[src/rtl/mem_arbiter.sv]
// Two-port (fetch / load-store) arbiter in front of a single-ported memory.
// Round-robin priority, one transaction in flight, fixed access latency,
// one-cycle response pulse with no backpressure.
module mem_arbiter #(
  parameter int LATENCY = 1  // cycles from accept to memory access, 1..15
) (
  input  logic        clk_i,
  input  logic        rst_i,
  // fetch port
  input  logic        ifu_req_valid_i,
  output logic        ifu_req_ready_o,
  input  logic [31:0] ifu_addr_i,
  output logic        ifu_resp_valid_o,
  output logic [31:0] ifu_rdata_o,
  // load/store port
  input  logic        lsu_req_valid_i,
  output logic        lsu_req_ready_o,
  input  logic [31:0] lsu_addr_i,
  input  logic [31:0] lsu_wdata_i,
  input  logic        lsu_wen_i,
  input  logic [3:0]  lsu_mask_i,
  output logic        lsu_resp_valid_o,
  output logic [31:0] lsu_rdata_o,
  // memory side
  output logic [31:0] mem_addr_o,
  output logic [31:0] mem_wdata_o,
  output logic        mem_wen_o,
  output logic        mem_ren_o,
  output logic [3:0]  mem_mask_o,
  input  logic [31:0] mem_rdata_i
);

  typedef enum logic [1:0] {IDLE, BUSY, RESP} state_t;

  state_t      state_q, state_d;
  logic [3:0]  cnt_q;
  logic        last_lsu_q;   // 1: LSU was granted last, so IFU wins the next tie
  logic        owner_lsu_q;  // owner of the transaction in flight
  logic [31:0] addr_q, wdata_q;
  logic        wen_q;
  logic [3:0]  mask_q;
  logic [31:0] ifu_rdata_q, lsu_rdata_q;

  logic lsu_prio, ifu_acc, lsu_acc, access;

  // Grant logic: a port is blocked only by a valid competitor holding priority.
  // Ready is also held low while reset is asserted so nothing is accepted then.
  assign lsu_prio        = ~last_lsu_q;
  assign ifu_req_ready_o = (state_q == IDLE) && !rst_i && !(lsu_req_valid_i && lsu_prio);
  assign lsu_req_ready_o = (state_q == IDLE) && !rst_i && !(ifu_req_valid_i && !lsu_prio);
  assign ifu_acc         = ifu_req_valid_i && ifu_req_ready_o;
  assign lsu_acc         = lsu_req_valid_i && lsu_req_ready_o;

  // The access cycle is the single BUSY cycle with the counter at 1.
  assign access = (state_q == BUSY) && (cnt_q == 4'd1);

  assign mem_addr_o  = addr_q;
  assign mem_wdata_o = wdata_q;
  assign mem_mask_o  = mask_q;
  assign mem_ren_o   = access && !wen_q;
  assign mem_wen_o   = access &&  wen_q;

  assign ifu_resp_valid_o = (state_q == RESP) && !owner_lsu_q;
  assign lsu_resp_valid_o = (state_q == RESP) &&  owner_lsu_q;
  assign ifu_rdata_o      = ifu_rdata_q;
  assign lsu_rdata_o      = lsu_rdata_q;

  // State register.
  always_ff @(posedge clk_i or posedge rst_i) begin
    if (rst_i) state_q <= IDLE;
    else       state_q <= state_d;
  end

  // Next-state: IDLE -> BUSY on accept, BUSY -> RESP after the access, RESP -> IDLE.
  always_comb begin
    state_d = state_q;
    case (state_q)
      IDLE:    if (ifu_acc || lsu_acc) state_d = BUSY;
      BUSY:    if (access)             state_d = RESP;
      RESP:                            state_d = IDLE;
      default:                         state_d = IDLE;
    endcase
  end

  // Request latch, latency counter, and response data capture.
  always_ff @(posedge clk_i or posedge rst_i) begin
    if (rst_i) begin
      cnt_q       <= '0;
      last_lsu_q  <= 1'b0;
      owner_lsu_q <= 1'b0;
      addr_q      <= '0;
      wdata_q     <= '0;
      wen_q       <= 1'b0;
      mask_q      <= '0;
      ifu_rdata_q <= '0;
      lsu_rdata_q <= '0;
    end else begin
      if (lsu_acc) begin
        owner_lsu_q <= 1'b1;
        last_lsu_q  <= 1'b1;
        addr_q      <= lsu_addr_i;
        wdata_q     <= lsu_wdata_i;
        wen_q       <= lsu_wen_i;
        mask_q      <= lsu_mask_i;
        cnt_q       <= 4'(LATENCY);
      end else if (ifu_acc) begin
        owner_lsu_q <= 1'b0;
        last_lsu_q  <= 1'b0;
        addr_q      <= ifu_addr_i;
        wdata_q     <= '0;
        wen_q       <= 1'b0;
        mask_q      <= 4'b1111;
        cnt_q       <= 4'(LATENCY);
      end else if (state_q == BUSY) begin
        cnt_q <= cnt_q - 4'd1;
      end
      // Reads capture memory data for the owner; a store ack reports zero.
      if (access) begin
        if (wen_q)            lsu_rdata_q <= '0;
        else if (owner_lsu_q) lsu_rdata_q <= mem_rdata_i;
        else                  ifu_rdata_q <= mem_rdata_i;
      end
    end
  end

endmodule

[config.mk]
export PLATFORM = sky130hd
export DESIGN_NAME = mem_arbiter
export DESIGN_NICKNAME = d
export VERILOG_FILES = /design/src/rtl/mem_arbiter.sv
export SDC_FILE = /design/constraint.sdc
export NUM_CORES = 1
export LEC_CHECK = 0
export ABC_AREA = 0
export CORE_MARGIN = 1
export CORE_UTILIZATION = 43
export CTS_BUF_LIST = sky130_fd_sc_hd__clkbuf_2
export DETAILED_ROUTE_END_ITERATION = 7
export GPL_TIMING_DRIVEN = 0
export PLACE_DENSITY = 0.88
export REMOVE_ABC_BUFFERS = 1
export SYNTH_ARGS = -nofsm -noshare
export SYNTH_HDL_FRONTEND = slang
export SYNTH_SLANG_ARGS = --single-unit
export TNS_END_PERCENT = 5
[constraint.sdc]
create_clock -name clk_i -period 5.3 [get_ports clk_i]
set_clock_uncertainty 0.2 [all_clocks]
set_input_delay 1.06 -clock clk_i [delete_from_list [all_inputs] [get_ports clk_i]]
set_output_delay 1.06 -clock clk_i [all_outputs]
set_load 0.02 [all_outputs]
* After elaboration in Yosys (flattened, before gate mapping)
Cells that the tools add are included.
** Storage, ports and cells
- Bits in registers :: 140
- Latch bits :: 0
- Bits in writable memories :: 0
- ROM bits :: 0
- Input bits :: 137
- Output and inout port bits :: 138
- Logic and storage cells :: 59
- Memories kept :: 0
** Cells by class
- $add $sub $neg :: 1
- $mul :: 0
- Divide/modulo/power cells :: 0
- Magnitude comparators :: 0
- Eq/ne operators :: 5
- Shifts and indexed selects :: 0
- Muxes and demuxes :: 17
- Bitwise operators :: 2
- Reduce and logical (&&, ||, !) cells :: 25
** Operators with widths (number)
- 32-bit 2-to-1 mux :: 6
- 4-bit 2-to-1 mux :: 5
- 1-bit logical AND :: 12
- 1-bit zero test :: 5
- 4-bit by 1-bit == test with 1-bit output (second input constant) :: 1
- 2-bit 2-to-1 mux :: 2
- 2-bit case mux with 2 select lines :: 1
- 2-bit AND reduction :: 2
- 2-bit nonzero test :: 2
- 4-bit by 1-bit subtractor with 4-bit output (second input constant) :: 1
- 1-bit 2-to-1 mux :: 3
- 3-bit AND reduction :: 1
- 3-bit nonzero test :: 1
- 2-bit by 1-bit == test with 1-bit output (second input constant) :: 1
- 2-bit == test (second input constant) :: 1
- 2-bit zero test :: 1
- 2-bit by 1-bit != test with 1-bit output (second input constant) :: 1
- 2-bit != test (second input constant) :: 1
- 1-bit NOT :: 2
- 1-bit logical OR :: 1

* Depth between registers and ports, before layout
- Depth after elaboration :: 8
- Mapped depth :: 7
- Gate-level depth less buffers :: 5

* Worst setup path before layout
Ideal clock, no wire load.
- Path type :: in2out
- From :: input port rst_i
- To :: output port ifu_req_ready_o
- Arrival :: 2104 ps
- Required time :: 4040 ps
- Slack :: 1936 ps
- Cell stages on the path :: 4
- Path buffers :: 2
- Cell sequence :: or3_1 -> clkbuf_1 -> clkbuf_1 -> a21oi_1
** Between the ends
- Longest elaborated chain between the ends :: 3
** Ends and longest elaborated chain
- start, declared :: line 8 : input logic rst_i,
- 1-bit zero test (no line)
- 1-bit logical AND (2 in series) :: line 49 : assign ifu_req_ready_o = (state_q == IDLE) && !rst_i && !(lsu_req_valid_i && lsu_prio);
- end, declared :: line 11 : output logic ifu_req_ready_o,
No other way between the ends.

* Final worst setup path
Ends and elaborated chain as after synthesis.

==> results.md <==
- Initial antenna violation count: 1
- Syn-to-layout area delta: 53.3%
- Overall power: 0.00530 W
- Pint: 0.00315 W
- Drt first-iter violations: between 300 and 400
- Commonest non-fill, non-tap cell in the layout: clkdlybuf4s50_1
- Pin count of the biggest net entering global routing: 82
- Synth top area share: 59.4%
- Detailed Route WL: 17.5 mm
- Final Util: 68.0%
- Area leader, netlist: dfrtp_1
- DIE WIDTH: 119 microns
- Initial Util: 44.4%
- Async SR Flop Fraction: 100%
- Max_slew headroom: 22.1%
- Gr usage total: between 20% and 30%
- CTS sink count: 140
- Placed Cells: 900
- Fmax: 0.215 GHz
- Switching power: 0.00215 W
- Count of pins over their slew limit: 0
- Top cells by area, synth: dfrtp_1 59%, a22o_1 7.9%, mux2_4 7.6%, o21ai_0 3.9%, a31oi_1 3.4%
- Post-synthesis sequential area ratio: 59.4%
- First-pass DRT Iterations: 5
- #FFs+latches synth: between 100 and 150
- Worst-path fanout max: 35
- Fin crit share: between 80% and 90%
- IO Pins: roughly 280
- Synthesis Warnings: 0
- Die area: 0.0142 sq mm
- Lkg Pwr: 3.70 nW
- Mapped cell area: 0.00590 sq mm
- Multi-input gate area: 0.00217 sq mm
- GRT Residual Overflow: 0
- Global-route wire length before repair: 27.4 mm
- Maxcap violations: 0
- DPL Wire Length: 12.3 mm
- Seq pwr share: 35.7%
- Nets: 882
- Worst min-delay path category: reg -> reg
- Final ANT Viol Nets: 0
- CTS root buf: clkbuf_2
- Sw Ratio: 40.5%
- Gate power share: 53.2%
- H-tree depth: 4
- Crit Path Class: in -> out
- Post-synthesis cell type count: 36
- Most used DFF post-synth: dfrtp_1
- Via count: 5219
- FP Rows: 42
- Wire per inst: 18.8 microns
- Clk slew on worst S/H paths: 180 ps
- Clk Latency, worst-skew pair: 700 ps
- Layout cell share with drive strength beyond 1: 10.5%
- Via/cell ratio: 5.60
- Final setup violation count: 0
- CP required: 4040 ps
- CORE AREA: 0.0133 sq mm
- Num CTS Buffers: 17
- Gpl congestion: 0.848
- Resized cells post-CTS: 0
- Post-Layout Cell Count: approximately 930
- Final min period: 4650 ps
- # hold bufs at CTS: 0
- Setup crit start kind: primary input
- Worst path arrival time: 3390 ps
- Maximum VDD drop: approximately 0.27 mV
- Most frequent cells in the layout: 274 x clkdlybuf4s50_1, 140 x dfrtp_1, 53 x a22o_1, 46 x o21ai_0, 35 x a21oi_1
- Actual slew at the worst max-slew pin: 1170 ps
- Post-CTS setup buffers: 0
- Synthesized area per cell: 12.1 sq um
- TritonCTS clock tree: done
- Vias in the first global route: 5310
- Reg area: 0.00350 sq mm
- Residual DRC: 0
- Filler cell count: 952
- PD cells: 586 mW/mm^2
- Port Buf Inserts: 274
- Clock share of power: 11.1%
- Die Y: around 120 microns
- Cells after Synth: 489
- RSZ-0062 raised after global routing: no
- Final hold vios: 0
- Critical path endpoint category: primary output
- CTS Buffer Depth: 2
- Post-synth EDFFs: 0
- Status: finished, final reports clean
-- final timing paths --
path / end / slack (ps) / depth (start not counted) / from
setup / recovery: ifu_req_ready_o / 650 / 4 / rst_i
hold / removal: lsu_rdata_o[20] / 330 / 1 / lsu_rdata_o[20]
setup reg to reg: mem_wdata_o[24] / 2180 / 3 / state_q[0]
hold reg to reg: lsu_rdata_o[20] / 330 / 1 / lsu_rdata_o[20]
max in group asynchronous: lsu_rdata_o[10] / 3500 / 3 / rst_i
min in group asynchronous: mem_addr_o[31] / 630 / 2 / rst_i
-- logic make-up after synthesis --
group / after synthesis / share of synthesized area (%)
AOI/OAI and AO/OA: 185 / 20.7
xor gates and xnor gates: 1 / 0.149
adders and majority gates: 2 / 0.424
buffers and inverters: 55 / 4.16
DFF: 140 / 59.4
muxes: 33 / 8.21
and+or+nand+nor: 73 / 6.92
-- power by group through the flow --
stage                     clock, W  combinational [W]  sequential (W)
final                     0.000589            0.00282         0.00189
after floorplan                  0           0.000906         0.00240
after global routing      0.000656            0.00298         0.00195
after detailed placement         0            0.00282         0.00190
after CTS                 0.000608            0.00283         0.00189
after global placement           0            0.00272         0.00187
-- synthesized netlist by cell type, types with 2 or more instances --
cell and number:
nor3b_1 3, buf_1 6, clkbuf_1 33, nand2_1 7, a22o_1 53, nand3b_1 2
buf_2 7, dfrtp_1 140, ha_1 2, a31oi_1 32, nor2_1 4, a21oi_1 35
o22a_1 4, nand4_1 11, mux2_4 30, o21ai_0 46, mux2_2 3, inv_1 5
nand3_1 33, o31ai_1 11, nor3_1 3, or3_1 2, buf_6 4
-- registers in the layout, indices dropped and copies added (netlist names) --
name         count
cnt_q            4
ifu_rdata_o     32
lsu_rdata_o     32
mem_addr_o      32
mem_mask_o       4
mem_wdata_o     32
owner_lsu_q      1
state_q          2
wen_q            1
-- worst max-delay path, stage by stage --
cell and delay (ps):
clkdlybuf4s50_1 510, or3_1 860, a21oi_1 290, clkdlybuf4s50_1 660
-- stage by stage --
step / worst slack, ps / hold slack, ps / instance area [sq um] / setup TNS, ps
after CTS: 641 / 327 / 9030 / 0
after detailed placement: 650 / 284 / 8820 / 0
final: 653 / 327 / 9040 / 0
after global routing: 545 / 343 / 9040 / 0
after global placement: -4400 / 282 / 8630 / -479740
after floorplan: -1820 / 326 / 5670 / -99000
-- layout make-up --
| cell class | count | share of cell area [%] |
|---|---|---|
| multi-input cells | 294 | 24.0 |
| clock inverters | 14 | 1.43 |
| diodes | 1 | 0.0277 |
| repair buffers | 285 | 32.1 |
| clock buffers | 17 | 0.941 |
| well taps | 176 | 2.44 |
| inverters | 5 | 0.263 |
| flip-flops and latches | 140 | 38.8 |
-- routing by layer --
| layer | global-route usage (%) | up-vias | part of all wire (%) |
|---|---|---|---|
| met5 | 0 | - | 0 |
| met4 | 11.4 | 0 | 2.7 |
| met3 | 7.38 | 39 | 7.5 |
| met2 | 41.4 | 272 | 49 |
| met1 | 30.4 | 2563 | 40 |
| li1 | - | 2345 | - |
Power figures use the tool's default switching activity.
